===== src/rtl/game_ctrl_if.sv =====
// game_ctrl_if: player inputs, frame sync and status outputs of the game controller.
interface game_ctrl_if;
    logic [3:0] key;
    logic       vs;
    logic       hit;
    logic [2:0] state;
    logic       frame_tick;
    logic       run;
    logic       game_rst;
    logic [3:0] move;
    logic [1:0] lives;
    logic [1:0] countdown;
    modport master (output key, vs, hit, input state, frame_tick, run, game_rst, move, lives, countdown);
    modport slave (input key, vs, hit, output state, frame_tick, run, game_rst, move, lives, countdown);
endinterface


===== src/rtl/game_ctrl.sv =====
// game_ctrl: menu/countdown/play/pause/over sequencer with frame tick, key edge events and lives.
module game_ctrl #(
    parameter int FRAMES_PER_SEC = 60,
    parameter int START_LIVES    = 3,
    parameter int COUNTDOWN_S    = 3,
    parameter int OVER_FRAMES    = 180
) (
    input logic        clk,
    input logic        rst,
    game_ctrl_if.slave g
);
    typedef enum logic [2:0] {MENU, CD, PLAY, PAUSE, OVER} st_t;
    st_t        st, nxt;
    logic [3:0] key_q, key_d, move_q, move_n, dir;
    logic       arm, vs_q, vs_d, ft, run_q, grst_q, grst_n;
    logic [9:0] cnt, cnt_n;
    logic [1:0] lives_q, lives_n, cd_q, cd_n;
    logic       ev, start_ev, pause_ev, sec_end, over_end;
    // arm stays low after reset until the raw key has been seen released
    assign ev       = arm && key_q != key_d && key_q != 4'd0;
    assign start_ev = ev && key_q == 4'd5;
    assign pause_ev = ev && key_q == 4'd6;
    assign sec_end  = ft && cnt == 10'(FRAMES_PER_SEC - 1);
    assign over_end = ft && cnt == 10'(OVER_FRAMES - 1);
    assign dir = key_q == 4'd1 ? 4'b0001 : key_q == 4'd2 ? 4'b0010 :
                 key_q == 4'd3 ? 4'b0100 : key_q == 4'd4 ? 4'b1000 : 4'b0000;
    always_ff @(posedge clk)
        st <= rst ? MENU : nxt;
    always_comb begin
        nxt = st;
        case (st)
            MENU:    nxt = start_ev ? CD : MENU;
            CD:      nxt = pause_ev ? MENU : (sec_end && cd_q == 2'd1) ? PLAY : CD;
            PLAY:    nxt = g.hit ? (lives_q > 2'd1 ? CD : OVER) : pause_ev ? PAUSE : PLAY;
            PAUSE:   nxt = pause_ev ? PLAY : start_ev ? MENU : PAUSE;
            OVER:    nxt = (start_ev || over_end) ? MENU : OVER;
            default: nxt = MENU;
        endcase
    end
    always_comb begin
        cnt_n   = cnt;
        lives_n = lives_q;
        cd_n    = cd_q;
        grst_n  = 1'b0;
        move_n  = 4'd0;
        case (st)
            MENU: if (start_ev) begin
                lives_n = 2'(START_LIVES);
                cd_n    = 2'(COUNTDOWN_S);
                cnt_n   = 10'd0;
                grst_n  = 1'b1;
            end
            CD: begin
                cnt_n = (pause_ev || sec_end) ? 10'd0 : ft ? cnt + 10'd1 : cnt;
                cd_n  = pause_ev ? 2'd0 : sec_end ? cd_q - 2'd1 : cd_q;
            end
            PLAY: if (g.hit) begin
                cnt_n   = 10'd0;
                lives_n = lives_q > 2'd1 ? lives_q - 2'd1 : 2'd0;
                cd_n    = lives_q > 2'd1 ? 2'(COUNTDOWN_S) : 2'd0;
            end else
                move_n = pause_ev ? 4'd0 : ft ? dir : move_q;
            OVER: cnt_n = (start_ev || over_end) ? 10'd0 : ft ? cnt + 10'd1 : cnt;
            default: ;
        endcase
    end
    always_ff @(posedge clk) begin
        if (rst) begin
            key_q   <= 4'd0;
            key_d   <= 4'd0;
            arm     <= 1'b0;
            vs_q    <= 1'b0;
            vs_d    <= 1'b0;
            ft      <= 1'b0;
            run_q   <= 1'b0;
            grst_q  <= 1'b0;
            move_q  <= 4'd0;
            lives_q <= 2'd0;
            cd_q    <= 2'd0;
            cnt     <= 10'd0;
        end else begin
            key_q   <= g.key;
            key_d   <= key_q;
            arm     <= arm || g.key == 4'd0;
            vs_q    <= g.vs;
            vs_d    <= vs_q;
            ft      <= vs_q && !vs_d;
            run_q   <= nxt == PLAY;
            grst_q  <= grst_n;
            move_q  <= move_n;
            lives_q <= lives_n;
            cd_q    <= cd_n;
            cnt     <= cnt_n;
        end
    end
    assign g.state      = st;
    assign g.frame_tick = ft;
    assign g.run        = run_q;
    assign g.game_rst   = grst_q;
    assign g.move       = move_q;
    assign g.lives      = lives_q;
    assign g.countdown  = cd_q;
endmodule

===== src/flat_wrapper.sv =====
// flat-port wrapper written by rule: the top's interface ports become plain ports
module game_ctrl_flat 
#(
    parameter int FRAMES_PER_SEC = 60,
    parameter int START_LIVES    = 3,
    parameter int COUNTDOWN_S    = 3,
    parameter int OVER_FRAMES    = 180
)
  (clk, rst, g_key, g_vs, g_hit, g_state, g_frame_tick, g_run, g_game_rst, g_move, g_lives, g_countdown);
  game_ctrl_if g_i ();
  input logic clk;
  input logic rst;
  input wire logic [$bits(g_i.key)-1:0] g_key;
  input wire logic [$bits(g_i.vs)-1:0] g_vs;
  input wire logic [$bits(g_i.hit)-1:0] g_hit;
  output wire logic [$bits(g_i.state)-1:0] g_state;
  output wire logic [$bits(g_i.frame_tick)-1:0] g_frame_tick;
  output wire logic [$bits(g_i.run)-1:0] g_run;
  output wire logic [$bits(g_i.game_rst)-1:0] g_game_rst;
  output wire logic [$bits(g_i.move)-1:0] g_move;
  output wire logic [$bits(g_i.lives)-1:0] g_lives;
  output wire logic [$bits(g_i.countdown)-1:0] g_countdown;
  assign g_i.key = g_key;
  assign g_i.vs = g_vs;
  assign g_i.hit = g_hit;
  assign g_state = g_i.state;
  assign g_frame_tick = g_i.frame_tick;
  assign g_run = g_i.run;
  assign g_game_rst = g_i.game_rst;
  assign g_move = g_i.move;
  assign g_lives = g_i.lives;
  assign g_countdown = g_i.countdown;
  game_ctrl #(.FRAMES_PER_SEC(FRAMES_PER_SEC), .START_LIVES(START_LIVES), .COUNTDOWN_S(COUNTDOWN_S), .OVER_FRAMES(OVER_FRAMES)) u_core (.clk(clk), .rst(rst), .g(g_i));
endmodule

===== config.mk =====
export PLATFORM = sky130hd
export DESIGN_NAME = game_ctrl_flat
export DESIGN_NICKNAME = d
export VERILOG_FILES = /design/src/rtl/game_ctrl_if.sv /design/src/rtl/game_ctrl.sv /design/src/flat_wrapper.sv
export SDC_FILE = /design/constraint.sdc
export NUM_CORES = 1
export LEC_CHECK = 0
export CAP_MARGIN = 20
export CELL_PAD_IN_SITES_DETAIL_PLACEMENT = 0
export CELL_PAD_IN_SITES_GLOBAL_PLACEMENT = 2
export CORE_AREA = 2 2 108 58
export DETAILED_ROUTE_END_ITERATION = 10
export DIE_AREA = 0 0 110 60
export GPL_TIMING_DRIVEN = 0
export PLACE_DENSITY = 0.75
export SYNTH_ARGS = -nofsm -noshare
export SYNTH_HDL_FRONTEND = slang
export SYNTH_SLANG_ARGS = --single-unit

===== constraint.sdc =====
create_clock -name clk -period 1.9 [get_ports clk]
set_clock_uncertainty 0.2 [all_clocks]
set_input_delay 0.19 -clock clk [delete_from_list [all_inputs] [get_ports clk]]
set_output_delay 0.19 -clock clk [all_outputs]
set_load 0.01 [all_outputs]

==> impl_metrics.json, run 1 <==
{
  "status": "finished, violations left",
  "violations": "negative setup slack",
  "drive_above_1_share": 0.3333,
  "syn_area_per_cell_um2": 8.949,
  "synthDistinctLibCells": 43,
  "core-area_mm2": 0.005731,
  "grt_pass1_wl_mm": 6.941,
  "synthCells": 184,
  "first_iter_violations": 78,
  "yosysWarningCount": 0,
  "synth_flop_cell": "dfxtp_1",
  "whs_path_depth": 1,
  "p_leak_nw": 0.8298,
  "dpl_cell_area_mm2": 0.001961,
  "final_antenna_net_count": 0,
  "ys_ff_latch": 35,
  "final_common_cell": "dfxtp_1",
  "viasPerCell": 5.154,
  "portBuffers": 21,
  "power_density_mw_per_mm2": 612.4,
  "hold_viol_final": 0,
  "grt_pass1_vias": 1339,
  "layout_setup_ws_ns": -0.03576,
  "num_io_pins": 22,
  "critPathMaxFanout": 5,
  "crit_path_end_kind": "register",
  "cts.sinks": 35,
  "clk_latency_ns": 0.29,
  "grt_usage": 0.1447,
  "place_ws_ns": -0.5518,
  "peakVddDrop_mv": 0.2500,
  "period_minus_slack_ns": 1.936,
  "setup_viol": 5,
  "worstSetupStartpointType": "register",
  "die_area_mm2": 0.006600,
  "root_buffer": "clkbuf_8",
  "grt_start_max_net_pins": 13,
  "h-tree-depth": 2,
  "slew_violations": 0,
  "cts_hold_buf": 0,
  "clock_path_buffers": 2,
  "seq_area_frac_synth": 0.4255,
  "cap_violations": 0,
  "layout.nets": 231,
  "async_reset_ff_frac": 0,
  "cts_tree": "built",
  "die_height_um": 60,
  "overflow": 0,
  "fmax_mhz": 516.6,
  "hold_path_class": "reg -> reg",
  "start_util": 0.2873,
  "worstMarginPinSlew_ns": 0.5027,
  "synth_edf_count": 0,
  "relSlewSlack": 0.6638,
  "antenna_found_initial": 0,
  "syn_nets": 194,
  "synth.cell_area_mm2": 0.001647,
  "arrival_ns": 1.96,
  "path_class": "reg -> reg",
  "die_x_um": 110,
  "crit_required_ns": 1.93,
  "r2r_cells": 5,
  "drc": 0,
  "rows": 20,
  "post-route-period-util": 1.019,
  "diodes": 0,
  "vias": 1541,
  "firstDrtPassIters": 6,
  "wl_per_cell_um": 15.32,
  "syn_to_final_growth_pct": 50.99,
  "path_clk_slew_ns": 0.08,
  "gp_congestion": 0.8431,
  "final_area_mm2": 0.002486,
  "final_cell_mix": "dfxtp_1, clkdlybuf4s50_1, nor2b_1",
  "cts_buffers": 5,
  "routed_wl_mm": 4.582,
  "hpwl_mm": 3.104,
  "grt_setup_unrepaired": "true"
}
metrics by stage:
step / hold WS, ns / TNS (ns) / std cells / total power, mW / utilization
after CTS: 0.1835 / 0 / 293 / 1.532 / 0.3930
after detailed placement: 0.1779 / -7.140 / 282 / 0.8423 / 0.3421
final: 0.1863 / -0.1150 / 299 / 1.522 / 0.4338
after floorplan: 0.06161 / 0 / 184 / 0.8083 / -
after global routing: 0.1990 / -0.7763 / 299 / 1.585 / 0.4338
after global placement: 0.1699 / -8.144 / 282 / 0.8426 / 0.3421
cells by family after synthesis:
logic type | share of synthesized area
AOI/OAI and AO/OA | 0.1748
xor gates and xnor gates | 0.03040
adders and majority gates | 0.01520
buffers and inverters | 0.04103
DFF | 0.4255
muxes | 0.01824
and+or+nand+nor | 0.2948
Yosys cell counts (all sizes together), types with 2 or more instances:
library cell  count  area [um^2]
nor3              3        15.01
nand4b            2        17.52
nand2             6        22.52
nand4             6        37.54
nand2b            9        56.30
clkbuf            3        11.26
buf               4        26.27
o311a             4        40.04
nor4              2        12.51
xor2              3        41.29
ha                2        25.02
nor2b            14        87.58
nor2             10        37.54
or4               5        41.29
dfxtp            35        700.7
mux2i             3        30.03
o311ai            3        33.79
inv               8        30.03
o21ai            10        50.05
a21oi            16        80.08
or3               6        37.54
and4              2        17.52
o31ai             5        37.54
nand3             8        40.04
and2              2        12.51
layer usage:
| metal | GRT usage | vias to the layer above | routed length, um |
|---|---|---|---|
| li1 | - | 758 | - |
| met2 | 0.1700 | 40 | 1707 |
| met5 | 0 | - | 0 |
| met4 | 0.04340 | 0 | 33 |
| met3 | 0.03926 | 4 | 269 |
| met1 | 0.2386 | 739 | 2572 |
worst max-delay path, stage by stage (launching register included):
cell and delay, ns:
dfxtp_4 0.37, xor2_4 0.21, o311ai_4 0.38, nand2b_4 0.10, or4_4 0.48, nor2_2 0.13
power by group:
| group | total (mW) | switching [mW] | internal [mW] |
|---|---|---|---|
| combinational | 0.0905 | 0.0454 | 0.0451 |
| sequential | 0.761 | 0.0178 | 0.743 |
| clock | 0.671 | 0.280 | 0.391 |
| total | 1.52 | 0.343 | 1.18 |
flip-flops by register name, summed over array words and instances (netlist names):
register and flops:
u_core.cnt 10, u_core.g.game_rst 1, u_core.g.state 3, u_core.g.lives 2, u_core.key_q 4, u_core.g.run 1, u_core.vs_q 1, u_core.arm 1
u_core.vs_d 1, u_core.g.move 4, u_core.g.frame_tick 1, u_core.key_d 4, u_core.g.countdown 2
timing repair:
item | CTS | global route
setup buffers | 5 | 5
resized for setup | 36 | 39
pin swaps | 12 | 9
hold endpoints to repair | 0 | 0
cloned | 0 | 1
endpoints found under the setup margin | 18 | 20
worst paths after layout:
kind	from	to	slack, ns
min reg2reg	u_core.vs_d	u_core.g.frame_tick	0.19
min	u_core.vs_d	u_core.g.frame_tick	0.19
max reg2reg	u_core.key_d[2]	u_core.g.move[3]	-0.04
max	u_core.key_d[2]	u_core.g.move[3]	-0.04
layout make-up:
class	instances	area [um^2]
Clock buffer	5	68.82
Multi-Input combinational cell	135	1190
Tap cell	77	96.34
Inverter	8	30.03
Clock inverter	3	43.79
Buffer	5	41.29
Sequential cell	35	723.2
Timing Repair Buffer	31	292.8
Fill cell	572	3244
No activity file was read; power rests on OpenSTA's default activity.
==> inputs of run 2 (changes only) <==
Settings changed: GPL_ROUTABILITY_DRIVEN from default to 1.
==> results of run 2 <==
Same layout as run 1: the final DEF is identical, and so are final timing and power.
